$ cat src/rtl/intlv_pkg.sv
// intlv_pkg: shared types and constants for the HPGP turbo interleaver
// ping-pong bank controller (PB encodings, PB geometry, FSM/bank states).
package intlv_pkg;

   localparam int ADDRESS = 12;

   typedef enum logic [1:0] {
      PB16       = 2'd0,
      PB136      = 2'd1,
      PB520      = 2'd2,
      PB_ILLEGAL = 2'd3
   } pb_type_e;

   localparam logic [ADDRESS-1:0] LEN_PB16  = 12'h040;
   localparam logic [ADDRESS-1:0] LEN_PB136 = 12'h220;
   localparam logic [ADDRESS-1:0] LEN_PB520 = 12'h820;
   localparam logic [ADDRESS-1:0] OFF_PB16  = 12'h000;
   localparam logic [ADDRESS-1:0] OFF_PB136 = 12'h040;
   localparam logic [ADDRESS-1:0] OFF_PB520 = 12'h260;

   typedef enum logic [1:0] {
      B_EMPTY,
      B_FILLING,
      B_FULL,
      B_DRAINING
   } bank_state_e;

   typedef enum logic {W_IDLE, W_FILL} wr_state_e;
   typedef enum logic {R_IDLE, R_RUN}  rd_state_e;

   // Length/offset pair latched per bank and handed to the reader.
   typedef struct packed {
      logic [ADDRESS-1:0] len;
      logic [ADDRESS-1:0] offset;
   } pb_geom_t;

   // PB geometry lookup; the illegal code falls back to PB16 geometry.
   function automatic pb_geom_t pb_geom(input pb_type_e t);
      pb_geom_t g;
      case (t)
         PB136:   begin g.len = LEN_PB136; g.offset = OFF_PB136; end
         PB520:   begin g.len = LEN_PB520; g.offset = OFF_PB520; end
         default: begin g.len = LEN_PB16;  g.offset = OFF_PB16;  end
      endcase
      return g;
   endfunction

endpackage

$ cat src/rtl/intlv_wr_seq.sv
// intlv_wr_seq: write sequencer. Fills the bank selected by wr_ptr one bit per
// din_vld, produces the registered RAM write port and flags the last bit.
module intlv_wr_seq
   import intlv_pkg::*;
(
   input  logic               clk,
   input  logic               n_rst,
   input  logic               accept_i,
   input  logic               din_vld_i,
   input  logic [ADDRESS-1:0] len_i,
   output logic               w_idle_o,
   output logic               wr_ptr_o,
   output logic               fill_done_o,
   output logic               wen_o,
   output logic [ADDRESS-1:0] wr_addr_o,
   output logic               wr_bank_o
);

   wr_state_e          state_q, state_d;
   logic [ADDRESS-1:0] w_cnt_q, w_cnt_d;
   logic               wr_ptr_q, wr_ptr_d;
   logic               wen_q;
   logic [ADDRESS-1:0] wr_addr_q;
   logic               wr_bank_q;
   logic               bit_fire;
   logic               last_bit;

   // Write FSM state register.
   always_ff @(posedge clk or negedge n_rst) begin
      // NOTE: non-blocking assignments so every flop samples pre-edge values.
      if (!n_rst) state_q <= W_IDLE;
      else        state_q <= state_d;
   end

   // Write FSM next state: idle until a PB is accepted, fill until its last bit.
   always_comb begin
      // NOTE: default first so no path leaves state_d unassigned (no latch).
      state_d = state_q;
      case (state_q)
         W_IDLE:  if (accept_i) state_d = W_FILL;
         W_FILL:  if (last_bit) state_d = W_IDLE;
         default: state_d = W_IDLE;
      endcase
   end

   // Write FSM outputs: a bit is written only while filling.
   always_comb begin
      bit_fire = (state_q == W_FILL) && din_vld_i;
      last_bit = bit_fire && (w_cnt_q == len_i - ADDRESS'(1));
   end

   // Counter and bank pointer next values.
   always_comb begin
      w_cnt_d  = w_cnt_q;
      wr_ptr_d = wr_ptr_q;
      if ((state_q == W_IDLE) && accept_i) w_cnt_d = '0;
      else if (bit_fire)                   w_cnt_d = w_cnt_q + ADDRESS'(1);
      if (last_bit) wr_ptr_d = ~wr_ptr_q;
   end

   // Counter, pointer and registered RAM write port.
   always_ff @(posedge clk or negedge n_rst) begin
      if (!n_rst) begin
         w_cnt_q   <= '0;
         wr_ptr_q  <= 1'b0;
         wen_q     <= 1'b0;
         wr_addr_q <= '0;
         wr_bank_q <= 1'b0;
      end else begin
         w_cnt_q  <= w_cnt_d;
         wr_ptr_q <= wr_ptr_d;
         wen_q    <= bit_fire;
         if (bit_fire) begin
            wr_addr_q <= w_cnt_q;
            wr_bank_q <= wr_ptr_q;
         end
      end
   end

   assign w_idle_o    = (state_q == W_IDLE);
   assign wr_ptr_o    = wr_ptr_q;
   assign fill_done_o = last_bit;
   assign wen_o       = wen_q;
   assign wr_addr_o   = wr_addr_q;
   assign wr_bank_o   = wr_bank_q;

endmodule

$ cat src/rtl/intlv_pp_ctrl.sv
// intlv_pp_ctrl: ping-pong bank controller for the turbo interleaver RAM.
// Holds per-bank state and geometry, the read hand-off FSM and error flag.
// Optional error checking is enabled by defining INTLV_ERR_CHK_EN.
module intlv_pp_ctrl
   import intlv_pkg::*;
(
   input  logic               clk,
   input  logic               n_rst,
   input  logic               start,
   input  logic [1:0]         pb_type,
   output logic               start_rdy,
   input  logic               din_vld,
   output logic               wen,
   output logic [ADDRESS-1:0] wr_addr,
   output logic               wr_bank,
   output logic               rd_start,
   output logic [ADDRESS-1:0] rd_len,
   output logic [ADDRESS-1:0] rd_offset,
   output logic               rd_bank,
   input  logic               rd_done,
   output logic               busy,
   output logic               err
);

   bank_state_e bank_q [2];
   bank_state_e bank_d [2];
   pb_geom_t    geom_q [2];
   rd_state_e   rd_state_q, rd_state_d;
   logic        rd_ptr_q;
   logic        rd_start_q;
   logic        rd_bank_q;
   pb_geom_t    rd_geom_q;
   logic        w_idle, wr_ptr, fill_done;
   logic        take, claim, launch, drain_end;

   intlv_wr_seq u_wr_seq (
      .clk         (clk),
      .n_rst       (n_rst),
      .accept_i    (claim),
      .din_vld_i   (din_vld),
      .len_i       (geom_q[wr_ptr].len),
      .w_idle_o    (w_idle),
      .wr_ptr_o    (wr_ptr),
      .fill_done_o (fill_done),
      .wen_o       (wen),
      .wr_addr_o   (wr_addr),
      .wr_bank_o   (wr_bank)
   );

   assign start_rdy = w_idle && (bank_q[wr_ptr] == B_EMPTY);
   assign take      = start && start_rdy;

`ifdef INTLV_ERR_CHK_EN
   logic err_q;

   // An illegal PB type is accepted but dropped: it claims no bank.
   assign claim = take && (pb_type_e'(pb_type) != PB_ILLEGAL);

   // Sticky error capture: illegal request, stray bit, stray read completion.
   always_ff @(posedge clk or negedge n_rst) begin
      if (!n_rst) err_q <= 1'b0;
      else if ((take && (pb_type_e'(pb_type) == PB_ILLEGAL)) ||
               (din_vld && w_idle) ||
               (rd_done && (rd_state_q == R_IDLE)))
         err_q <= 1'b1;
   end

   assign err = err_q;
`else
   assign claim = take;
   assign err   = 1'b0;
`endif

   // Bank state transitions; the four events need distinct current states,
   // so at most one of them touches a given bank in any cycle.
   always_comb begin
      bank_d = bank_q;
      if (claim)     bank_d[wr_ptr]   = B_FILLING;
      if (fill_done) bank_d[wr_ptr]   = B_FULL;
      if (launch)    bank_d[rd_ptr_q] = B_DRAINING;
      if (drain_end) bank_d[rd_ptr_q] = B_EMPTY;
   end

   // Bank state and per-bank geometry registers.
   always_ff @(posedge clk or negedge n_rst) begin
      if (!n_rst) begin
         for (int b = 0; b < 2; b++) begin
            bank_q[b] <= B_EMPTY;
            geom_q[b] <= '0;
         end
      end else begin
         bank_q <= bank_d;
         if (claim) geom_q[wr_ptr] <= pb_geom(pb_type_e'(pb_type));
      end
   end

   // Read FSM state register.
   always_ff @(posedge clk or negedge n_rst) begin
      if (!n_rst) rd_state_q <= R_IDLE;
      else        rd_state_q <= rd_state_d;
   end

   // Read FSM next state: launch on a full bank, wait for its completion.
   always_comb begin
      rd_state_d = rd_state_q;
      case (rd_state_q)
         R_IDLE:  if (bank_q[rd_ptr_q] == B_FULL) rd_state_d = R_RUN;
         R_RUN:   if (rd_done)                    rd_state_d = R_IDLE;
         default: rd_state_d = R_IDLE;
      endcase
   end

   // Read FSM outputs: launch and completion strobes.
   always_comb begin
      launch    = (rd_state_q == R_IDLE) && (bank_q[rd_ptr_q] == B_FULL);
      drain_end = (rd_state_q == R_RUN) && rd_done;
   end

   // Read pointer and registered hand-off to the address generator.
   always_ff @(posedge clk or negedge n_rst) begin
      if (!n_rst) begin
         rd_ptr_q   <= 1'b0;
         rd_start_q <= 1'b0;
         rd_bank_q  <= 1'b0;
         rd_geom_q  <= '0;
      end else begin
         rd_start_q <= launch;
         if (launch) begin
            rd_bank_q <= rd_ptr_q;
            rd_geom_q <= geom_q[rd_ptr_q];
         end
         if (drain_end) rd_ptr_q <= ~rd_ptr_q;
      end
   end

   assign rd_start  = rd_start_q;
   assign rd_bank   = rd_bank_q;
   assign rd_len    = rd_geom_q.len;
   assign rd_offset = rd_geom_q.offset;
   assign busy      = !w_idle || (bank_q[0] != B_EMPTY) || (bank_q[1] != B_EMPTY);

endmodule

$ cat config.mk
export PLATFORM = sky130hd
export DESIGN_NAME = intlv_pp_ctrl
export DESIGN_NICKNAME = d
export VERILOG_FILES = /design/src/rtl/intlv_pkg.sv /design/src/rtl/intlv_wr_seq.sv /design/src/rtl/intlv_pp_ctrl.sv
export SDC_FILE = /design/constraint.sdc
export NUM_CORES = 1
export LEC_CHECK = 0
export CAP_MARGIN = 25
export CORE_MARGIN = 3
export CORE_UTILIZATION = 55
export CTS_CLUSTER_SIZE = 40
export DETAILED_ROUTE_END_ITERATION = 8
export PLACE_DENSITY = 0.85
export SLEW_MARGIN = 20
export SYNTH_ARGS = -nofsm -noshare
export SYNTH_HDL_FRONTEND = slang
export SYNTH_SLANG_ARGS = --single-unit
$ cat constraint.sdc
create_clock -name clk -period 3.2 [get_ports clk]
set_clock_uncertainty 0.1 [all_clocks]
set_input_delay 0.48 -clock clk [delete_from_list [all_inputs] [get_ports clk]]
set_output_delay 0.48 -clock clk [all_outputs]
set_load 0.005 [all_outputs]
== Word-level counts from Yosys, hierarchy flattened ==
Cells that the tools add are included.

* RAM bits: 0
* Memories: 0
* Input port bits: 7
* Logic and storage cells: 91
* ROM bits: 0
* Bits in latches: 0
* Bits in registers: 108

* $mul: 0
* Add/sub/neg operators: 2
* Eq/ne operators: 4
* Bitwise logic cells: 15
* Div/mod/pow operators: 0
* Shift-type cells: 0
* $lt $le $gt $ge: 4
* Muxes and demuxes: 33
* Reductions and logical operators: 15

{| class="wikitable"
|+ Operators with widths
! cell !! count
|-
| $mux 24 || 8
|-
| $bwmux 48 || 1
|-
| $pmux 24 s2 || 1
|-
| $demux 24 s1 || 1
|-
| $mux 12 || 2
|-
| $mux 2 || 8
|-
| $mux 4 || 4
|-
| $add 12x1->12 const B || 1
|-
| $eq 12x12->1 || 1
|-
| $sub 12x1->12 const B || 1
|-
| $logic_and 1x1->1 || 9
|-
| $reduce_bool 2->1 || 3
|-
| $and 2x2->2 || 2
|-
| $and 4x4->4 || 1
|-
| $demux 2 s1 || 2
|-
| $eq 2x2->1 const B || 2
|-
| $ge 2x2->1 const B || 2
|-
| $lt 2x1->1 const B || 2
|-
| $mux 1 || 4
|-
| $not 1->1 || 4
|-
| $not 1->2 || 2
|-
| $not 2->2 || 2
|-
| $not 4->4 || 1
|-
| $or 2x2->2 || 2
|-
| other kinds (5) || 7
|}

== Longest topological paths before layout ==
Gate-level depths: netlist of run 1.

* Depth in word-level cells: 14
* Mapped depth: 8
* Depth with buffers taken out: 8

== Cells and area by module ==
A second synthesis of run 1 with hierarchy kept.

* Cell total of the unflattened synthesis: 291
* Area, all modules: 2,725.1 um^2

{| class="wikitable"
|+ Modules (own cells, without submodules)
! module !! times used !! area each (um^2) !! cells an instance !! sequential area each (um^2)
|-
| intlv_wr_seq || 1 || 1,570.3 || 183 || 700.7
|-
| intlv_pp_ctrl || 1 || 1,154.9 || 108 || 500.5
|}

== Worst setup path after synthesis of run 1 ==
OpenSTA, ideal clock, no wires.

* Kind: register -> register
* Start point: register u_wr_seq.wr_ptr_q, in the netlist u_wr_seq.wr_ptr_o
* End point: register bank_q[3] in the netlist's numbering
* Arrival time: 1.948 ns
* Path slack: 1.086 ns
* Clock period less this slack: 2.114 ns
* Setup time: 0.066 ns
* Stages on the path, launching flop included: 9
* Buffers on the path: 0
* Cells stage by stage: dfrtp_1 mux2i_1 ha_1 ha_1 xnor2_1 xnor2_1 nand2_1 nor4_2 o22a_1

{| class="wikitable"
|+ RTL lines
! item !! line !! text
|-
| from (decl) || intlv_wr_seq.sv:21 || <nowiki>logic wr_ptr_q, wr_ptr_d;</nowiki>
|-
| from (signal assigned) || intlv_wr_seq.sv:71 || <nowiki>wr_ptr_q <= wr_ptr_d;</nowiki>
|-
| to (signal assigned) || intlv_pp_ctrl.sv:92 || <nowiki>bank_q <= bank_d;</nowiki>
|-
| to (decl) || intlv_pp_ctrl.sv:25 || <nowiki>bank_state_e bank_q [2];</nowiki>
|}

==> results of run 1 <==
-- synthesized netlist by cell type (all sizes together) (4+ instances only) --
cell type,instances,area share
inv,9,0.014
nand2,17,0.026
mux2,18,0.084
buf,25,0.075
xnor2,10,0.039
a21oi,9,0.019
ha,5,0.026
nand3,7,0.014
mux2i,10,0.041
nor2,23,0.036
xor2,9,0.033
dfrtp,48,0.50
nor3,4,0.013
nand4,4,0.010
-- routing by layer --
layer | vias up | GRT usage | wire (um)
met5 | - | 0 | 0
met2 | 48 | 0.286 | 2190
li1 | 752 | - | -
met4 | 0 | 0.0564 | 36
met3 | 4 | 0.0429 | 194
met1 | 767 | 0.230 | 1850
-- cell usage in the layout (no fill, tap or decap), drive strengths merged --
master and n:
a21oi 9, a22o 1, a22oi 1, a31oi 3, and2 1, and3 1
buf 1, clkbuf 6, clkdlybuf4s50 30, clkinv 2, conb 18, dfrtp 48
ha 5, inv 9, mux2 18, mux2i 10, nand2 17, nand3 7
nand4 4, nor2 23, nor2b 1, nor3 4, nor3b 1, nor4 2
nor4b 1, o21a 1, o21ai 2, o21bai 1, o22a 2, o2bb2ai 1
xnor2 10, xor2 9
-- critical path: stages (launching register included) --
cell	delay (ns)
dfrtp_1	0.70
mux2i_1	0.39
ha_1	0.28
ha_1	0.18
xnor2_1	0.14
xnor2_1	0.14
nand2_1	0.13
nor4_2	0.34
o22a_1	0.19
-- kinds of logic after synthesis --
group	after synthesis
AND/OR/NAND/NOR	62
XOR/XNOR	19
AO/OA/AOI/OAI	21
buffers and inverters	37
flip-flops	48
other	1
multiplexers	28
adder cells (fa/ha/maj)	5
-- per-stage QoR --
step	area, um^2	hold WS (ns)	instances
final	2750	0.0757	299
after CTS	2750	0.292	299
after floorplan	2480	0.0844	238
after detailed placement	2660	0.369	291
after global placement	2660	0.369	291
after global routing	2750	0.109	299
-- worst max-delay path by stage --
stage	slack (ns)	from	to	depth (start not counted)
after global placement	0.74	u_wr_seq.wr_ptr_o	bank_q[3]	8
final	0.56	u_wr_seq.wr_ptr_o	bank_q[3]	8
after floorplan	1.09	u_wr_seq.wr_ptr_o	bank_q[3]	8
after global routing	0.32	u_wr_seq.wr_ptr_o	bank_q[2]	8
after CTS	0.56	u_wr_seq.wr_ptr_o	bank_q[3]	8
after detailed placement	0.61	u_wr_seq.wr_ptr_o	bank_q[3]	8
-- registers in the layout, indices dropped and copies added, names as in the netlist, 3 cells and up --
signal              cells
u_wr_seq.w_cnt_q       12
bank_q                  4
rd_len                  3
u_wr_seq.wr_addr_o     12
geom_q                  8
-- where the power goes --
group	leakage (nW)	internal (mW)	switching (mW)
sequential	0.625	0.693	0.0902
clock	0.0510	0.173	0.194
combinational	0.615	0.186	0.144
-- layout make-up --
class / count / area, um^2
Fill cell: 326 / 1360
Sequential cell: 48 / 1200
Multi-Input combinational cell: 153 / 1050
Timing Repair Buffer: 31 / 308
Clock buffer: 6 / 82.6
Tap cell: 50 / 62.6
Inverter: 9 / 33.8
Clock inverter: 2 / 10.0
==> flow_metrics.env, run 1 <==
export IMPL_outcome="complete, no violations"
export IMPL_grt_pass1_vias=1536
export IMPL_rsz0062_at_grt="no"
export IMPL_die_h_um=72.3
export IMPL_n_antenna_cell=0
export IMPL_synthSimpleGateAreaFrac=0.131
export IMPL_fin_ws_ns=0.557
export IMPL_p_leak_nw=1.29
export IMPL_cap_violations=0
export IMPL_io_buffers=31
export IMPL_max_clock_path_buffers=2
export IMPL_post_route_period_util=0.826
export IMPL_setup_viol=0
export IMPL_place_gp_congestion=0.748
export IMPL_synth_adder_area_share=0.0258
export IMPL_cts_clk_slew_worst_paths_ns=0.09
export IMPL_r2r_start="u_wr_seq.wr_ptr_o"
export IMPL_rows=23
export IMPL_fin_setup_tns_ns=0
export IMPL_postCtsHoldBufs=0
export IMPL_path_max_fanout=13
export IMPL_avgViaCountPerCell=5.25
export IMPL_drc=0
export IMPL_synth_area_um2=2420
export IMPL_post_cts_buffers=0
export IMPL_track_usage=0.175
export IMPL_syn_area_per_cell_um2=11.0
export IMPL_clk_latency_ns=0.30
export IMPL_yosysWarnings=0
export IMPL_area_growth_syn_to_layout_pct=13.7
export IMPL_ir_drop_v=0.000459
export IMPL_numCtsBuffers=5
export IMPL_worst_pin_slew_ns=0.622
export IMPL_cts_tree="built"
export IMPL_rrSetupSlack_ns=0.56
export IMPL_ant_nets=0
export IMPL_grt_overflow_total=0
export IMPL_routed_wl_mm=4.27
export IMPL_dieArea_um2=5230
export IMPL_cts_resized_gates=0
export IMPL_required_ns=3.34
export IMPL_clockRootBuffer="clkbuf_8"
export IMPL_hold_path_class="input pin to asynchronous set/reset pin"
export IMPL_hold_violations=0
export IMPL_antenna_found_initial=0
export IMPL_synth_compound_area_frac=0.0543
export IMPL_ys_seq_area_frac=0.496
export IMPL_power_mw=1.48
export IMPL_crit_type="flop to flop"
export IMPL_die_w_um=72.3
export IMPL_wire_per_inst_um=14.3
export IMPL_achievable_frequency_mhz=378
export IMPL_grt_pass1_wl_mm=7.17
export IMPL_yosys_most_used_dff="dfrtp_1"
export IMPL_async_reset_ff_frac=1.00
export IMPL_slew_limit_headroom=0.584
export IMPL_synth_xor_area_frac=0.0718
export IMPL_htreeDepth=2
export IMPL_grt_max_degree=49
export IMPL_syn_inst=221
export IMPL_synth_top_family_by_area="simple AND/OR/NAND/NOR gates"
export IMPL_io_pins=50
export IMPL_core_area_um2=4120
export IMPL_synth_seq_cells=48
export IMPL_synth_edf_count=0
export IMPL_start_util=0.588
export IMPL_drv_slew=0
export IMPL_pre_cts_ws_ns=0.613
export IMPL_via_count=1571
export IMPL_dr_first_iter_drc_count=114
export IMPL_power_density_nw_per_um2=538
export IMPL_utilization=0.669
export IMPL_reg2reg_to="bank_q[3]"
export IMPL_drive_above_1_share=0.129
export IMPL_period_needed_ns=2.64
export IMPL_rr_worst_depth=8
export IMPL_synth_cell_types=36
export IMPL_start_kind="flop"
export IMPL_cts_sinks=48
export IMPL_endpoint_kind="flop"
export IMPL_muxShareOfSynthArea=0.125
export IMPL_nNetsFinal=260
export IMPL_drt_pass1_iter_count=8
export IMPL_cp_arrival_ns=2.79
export IMPL_place_hpwl_mm=3.01
No activity file was read; power rests on OpenSTA's default activity.
==> run 2: changes to the inputs <==
Settings changed: CORE_UTILIZATION 55 to 51, PLACE_DENSITY 0.85 to 0.8.
Clock period 3.2 ns to 2.57 ns, I/O delays scaled along.
==> run 2 against run 1 <==
Against the previous run: sequential power up 25%; sequential share of layout area shrank 0.70 points; critical path type is now flop to output port; combinational power is 24% higher; setup slack got worse by 0.27 ns; utilization shrank 4.4 points; largest cell class unchanged; die area grew 7.2%; design area grew 1.6%; flip-flop and latch count stayed put; power is 29% higher; count of clock-buffer cells in the layout stayed put.
==> flow_metrics.env, run 2 (synthesized netlist as in run 1, its figures left out) <==
export IMPL_n_antenna_cell=0
export IMPL_fin_ws_ns=0.286
export IMPL_wire_per_inst_um=14.0
export IMPL_power_density_nw_per_um2=685
export IMPL_cp_arrival_ns=1.80
export IMPL_endpoint_kind="output port"
export IMPL_drt_pass1_iter_count=4
export IMPL_path_max_fanout=11
export IMPL_cts_tree="built"
export IMPL_cap_violations=0
export IMPL_worst_pin_slew_ns=0.594
export IMPL_placed_area_um2=2690
export IMPL_rows=24
export IMPL_place_hpwl_mm=3.03
export IMPL_rsz0062_at_grt="no"
export IMPL_final_common_cell="dfrtp_1"
export IMPL_fin_setup_tns_ns=0
export IMPL_nNetsFinal=264
export IMPL_ir_drop_v=0.000496
export IMPL_setup_viol=0
export IMPL_multi_input_area_um2=1050
export IMPL_pre_cts_ws_ns=0.334
export IMPL_start_kind="flop"
export IMPL_io_pins=50
export IMPL_crit_path_top_delay_cell="clkdlybuf4s50_1"
export IMPL_clk_latency_ns=0.29
export IMPL_rr_worst_depth=8
export IMPL_start_util=0.541
export IMPL_routed_wl_mm=4.28
export IMPL_cpPeakStageDelay_ns=0.53
export IMPL_die_w_um=74.9
export IMPL_drv_slew=0
export IMPL_period_needed_ns=2.28
export IMPL_cts_sinks=48
export IMPL_path_cells="buf_4 -> nor3_1 -> a21oi_1 -> nor2_1 -> clkdlybuf4s50_1"
export IMPL_p_leak_nw=1.32
export IMPL_track_usage=0.170
export IMPL_hold_violations=0
export IMPL_rrSetupSlack_ns=0.33
export IMPL_avgViaCountPerCell=5.21
export IMPL_max_clock_path_buffers=2
export IMPL_grt_pass1_wl_mm=7.29
export IMPL_die_h_um=74.9
export IMPL_cts_resized_gates=0
export IMPL_grt_max_degree=49
export IMPL_postCtsHoldBufs=0
export IMPL_io_buffers=31
export IMPL_cts_clk_slew_worst_paths_ns=0.09
export IMPL_post_route_period_util=0.889
export IMPL_via_count=1588
export IMPL_antenna_found_initial=0
export IMPL_dr_first_iter_drc_count=99
export IMPL_hold_path_class="input pin to asynchronous set/reset pin"
export IMPL_outcome="complete, no violations"
export IMPL_slew_limit_headroom=0.604
export IMPL_crit_type="flop to output port"
export IMPL_numCtsBuffers=5
export IMPL_htreeDepth=2
export IMPL_area_growth_syn_to_layout_pct=15.6
export IMPL_post_cts_buffers=0
export IMPL_seqCellArea_um2=1200
export IMPL_required_ns=2.08
export IMPL_ant_nets=0
export IMPL_place_gp_congestion=0.760
export IMPL_final_cell_mix="dfrtp_1, clkdlybuf4s50_1, nor2_1"
export IMPL_achievable_frequency_mhz=438
export IMPL_fill_cells=372
export IMPL_dieArea_um2=5610
export IMPL_drive_above_1_share=0.138
export IMPL_drc=0
export IMPL_grt_pass1_vias=1558
export IMPL_grt_overflow_total=0
export IMPL_core_area_um2=4470
export IMPL_clockRootBuffer="clkbuf_8"
export IMPL_final_design_area_no_fill_um2=2800
## run 2: metal layers
metal | global-route usage | vias to the layer above | wire length [um]
met5 | 0 | - | 0
met2 | 0.287 | 53 | 2050
met3 | 0.0387 | 8 | 194
li1 | - | 762 | -
met4 | 0.0455 | 0 | 58
met1 | 0.220 | 765 | 1980
## run 2: area by class of cell
| class | count | area share |
|---|---|---|
| Tap cell | 52 | 0.0233 |
| Timing Repair Buffer | 35 | 0.120 |
| Clock buffer | 6 | 0.0259 |
| Inverter | 9 | 0.0121 |
| Multi-Input combinational cell | 153 | 0.377 |
| Clock inverter | 2 | 0.0125 |
| Sequential cell | 48 | 0.429 |
## run 2: final timing paths
kind                                          from               endpoint
worst min-delay path                         n_rst   u_wr_seq.w_cnt_q[10]
max in group asynchronous                    n_rst  u_wr_seq.wr_addr_o[6]
min in group clk                u_wr_seq.wr_bank_o     u_wr_seq.wr_bank_o
worst min register to register  u_wr_seq.wr_bank_o     u_wr_seq.wr_bank_o
worst max register to register   u_wr_seq.wr_ptr_o              bank_q[3]
worst max-delay path             u_wr_seq.wr_ptr_o              start_rdy
## run 2: worst max-delay path, delay by kind of cell, from the launching register on
family          cells  cell delay [ns]
flops               1             0.42
buf+inv             2             0.73
compound gates      1             0.06
simple gates        2             0.30
## run 2: where the power goes
part | leakage (nW) | switching (mW) | total, mW | internal (mW)
registers | 0.625 | 0.113 | 0.976 | 0.863
clock network | 0.0552 | 0.243 | 0.532 | 0.289
logic | 0.635 | 0.176 | 0.408 | 0.233
total | 1.32 | 0.532 | 1.92 | 1.38
## run 2: metrics by stage
stage / std cells / power [mW] / utilization / hold WS (ns)
after floorplan: 238 / 1.22 / - / -0.0101
after global placement: 297 / 1.38 / 0.601 / 0.370
after detailed placement: 297 / 1.39 / 0.601 / 0.393
after CTS: 305 / 1.93 / 0.625 / 0.0940
after global routing: 305 / 2.02 / 0.625 / 0.124
final: 305 / 1.92 / 0.625 / 0.0790
==> run 3: changes to the inputs <==
Settings changed: REMOVE_ABC_BUFFERS from default to 1.
==> run 3 against run 2 <==
Against the previous run: register-to-register slack worse by 0.04 ns; wire length is 6.9% lower; via count is 0.50% higher; maximum frequency is 0.17% higher; flip-flop and latch count stayed put; setup slack better by 0.0039 ns; power is 4.1% lower; non-clock buffer count is 1 higher; sequential power is 0.7% lower; sequential share of layout area is 0.17 points lower; critical path type is now flop to flop; critical endpoint is now bank_q[3].
==> flow_metrics.env, run 3 (synthesized netlist as in run 1, its figures left out) <==
export IMPL_outcome="complete, no violations"
export IMPL_hold_violations=0
export IMPL_placed_area_um2=2700
export IMPL_htreeDepth=2
export IMPL_power_density_nw_per_um2=654
export IMPL_routed_wl_mm=3.99
export IMPL_numCtsBuffers=5
export IMPL_period_needed_ns=2.28
export IMPL_start_util=0.541
export IMPL_wire_per_inst_um=13.1
export IMPL_track_usage=0.162
export IMPL_dieArea_um2=5610
export IMPL_cp_arrival_ns=2.42
export IMPL_max_clock_path_buffers=2
export IMPL_setup_viol=0
export IMPL_drive_above_1_share=0.138
export IMPL_final_cell_mix="dfrtp_1, clkdlybuf4s50_1, nor2_1"
export IMPL_ant_nets=0
export IMPL_post_cts_buffers=0
export IMPL_drv_slew=0
export IMPL_place_hpwl_mm=2.85
export IMPL_post_route_period_util=0.887
export IMPL_cp_startpoint="u_wr_seq.wr_ptr_o"
export IMPL_io_pins=50
export IMPL_holdCritStartpoint="u_wr_seq.wr_addr_o[2]"
export IMPL_rsz0062_at_grt="no"
export IMPL_achievable_frequency_mhz=439
export IMPL_dr_first_iter_drc_count=186
export IMPL_hold_path_class="flop to flop"
export IMPL_via_count=1596
export IMPL_core_area_um2=4470
export IMPL_clk_latency_ns=0.30
export IMPL_rows=24
export IMPL_grt_overflow_total=0
export IMPL_die_w_um=74.9
export IMPL_clockRootBuffer="clkbuf_8"
export IMPL_die_h_um=74.9
export IMPL_cts_tree="built"
export IMPL_start_kind="flop"
export IMPL_path_max_fanout=4
export IMPL_place_gp_congestion=0.783
export IMPL_endpoint_kind="flop"
export IMPL_grt_max_degree=49
export IMPL_n_antenna_cell=0
export IMPL_io_buffers=31
export IMPL_required_ns=2.71
export IMPL_cap_violations=0
export IMPL_cts_clk_slew_worst_paths_ns=0.08
export IMPL_grt_pass1_wl_mm=6.75
export IMPL_avgViaCountPerCell=5.23
export IMPL_antenna_found_initial=0
export IMPL_grt_pass1_vias=1395
export IMPL_final_design_area_no_fill_um2=2810
export IMPL_final_common_cell="dfrtp_1"
export IMPL_ir_drop_v=0.000283
export IMPL_drc=0
export IMPL_r2r_start="u_wr_seq.wr_ptr_o"
export IMPL_p_leak_nw=1.32
export IMPL_fin_setup_tns_ns=0
export IMPL_pre_cts_ws_ns=0.355
export IMPL_nNetsFinal=265
export IMPL_fin_ws_ns=0.290
export IMPL_area_growth_syn_to_layout_pct=16.0
export IMPL_drt_pass1_iter_count=4
export IMPL_crit_type="flop to flop"
export IMPL_cts_sinks=48
-- run 3: changes by cell type in the layout (fill, tap and decap cells not counted), sizes merged --
| cell | previous run | this run |
|---|---|---|
| bufinv | 1 | 0 |
| clkbuf | 6 | 7 |
| clkinv | 1 | 0 |
| dlygate4sd3 | 0 | 1 |
-- run 3: area by class of cell --
type / count / area, um^2
tap: 52 / 65.1
timing repair buffer: 36 / 358
fill: 360 / 1670
clock buffer: 7 / 96.3
inverter: 9 / 33.8
multi-input combinational: 153 / 1050
sequential: 48 / 1200
-- run 3: metal layers --
metal  part of all wire  global-route usage  vias up
li1                   -                   -      771
met1               0.49               0.239      779
met2               0.46               0.228       40
met3              0.036              0.0360        6
met4              0.020              0.0731        0
met5                  0                   0        -
-- run 3: metrics by stage --
stage / power [mW] / utilization / instances / hold WS [ns]
after CTS: 1.87 / 0.628 / 305 / 0.391
after detailed placement: 1.39 / 0.604 / 297 / 0.287
after global routing: 1.96 / 0.628 / 305 / 0.418
after global placement: 1.38 / 0.604 / 297 / 0.286
after floorplan: 1.19 / - / 210 / -0.0101
final: 1.84 / 0.628 / 305 / 0.383
-- run 3: repair_timing --
action	in CTS	in global routing
resized for setup	0	0
hold buffers	1	0
hold endpoints to repair	48	0
-- run 3: worst paths after layout --
kind | end | slack [ns] | cells after the start
min | u_wr_seq.wr_addr_o[2] | 0.38 | 2
max in group asynchronous | geom_q[42] | 1.65 | 3
max reg2reg | bank_q[3] | 0.29 | 8
max | bank_q[3] | 0.29 | 8
min reg2reg | u_wr_seq.wr_addr_o[2] | 0.38 | 2
min in group asynchronous | rd_bank | 0.49 | 3
-- run 3: power by group --
part | internal, mW | total, mW | leakage, nW | switching (mW)
clock network | 0.239 | 0.464 | 0.0503 | 0.224
registers | 0.863 | 0.969 | 0.625 | 0.106
logic | 0.236 | 0.405 | 0.644 | 0.169
total | 1.34 | 1.84 | 1.32 | 0.500
-- run 3: worst max-delay path, cell delays in order, from the launching register on --
cell and delay, ns:
dfrtp_1 0.41, mux2i_1 0.32, ha_1 0.26, ha_1 0.18, xnor2_1 0.16, xnor2_1 0.15, nand2_1 0.13, nor4_2 0.32
o22a_1 0.19
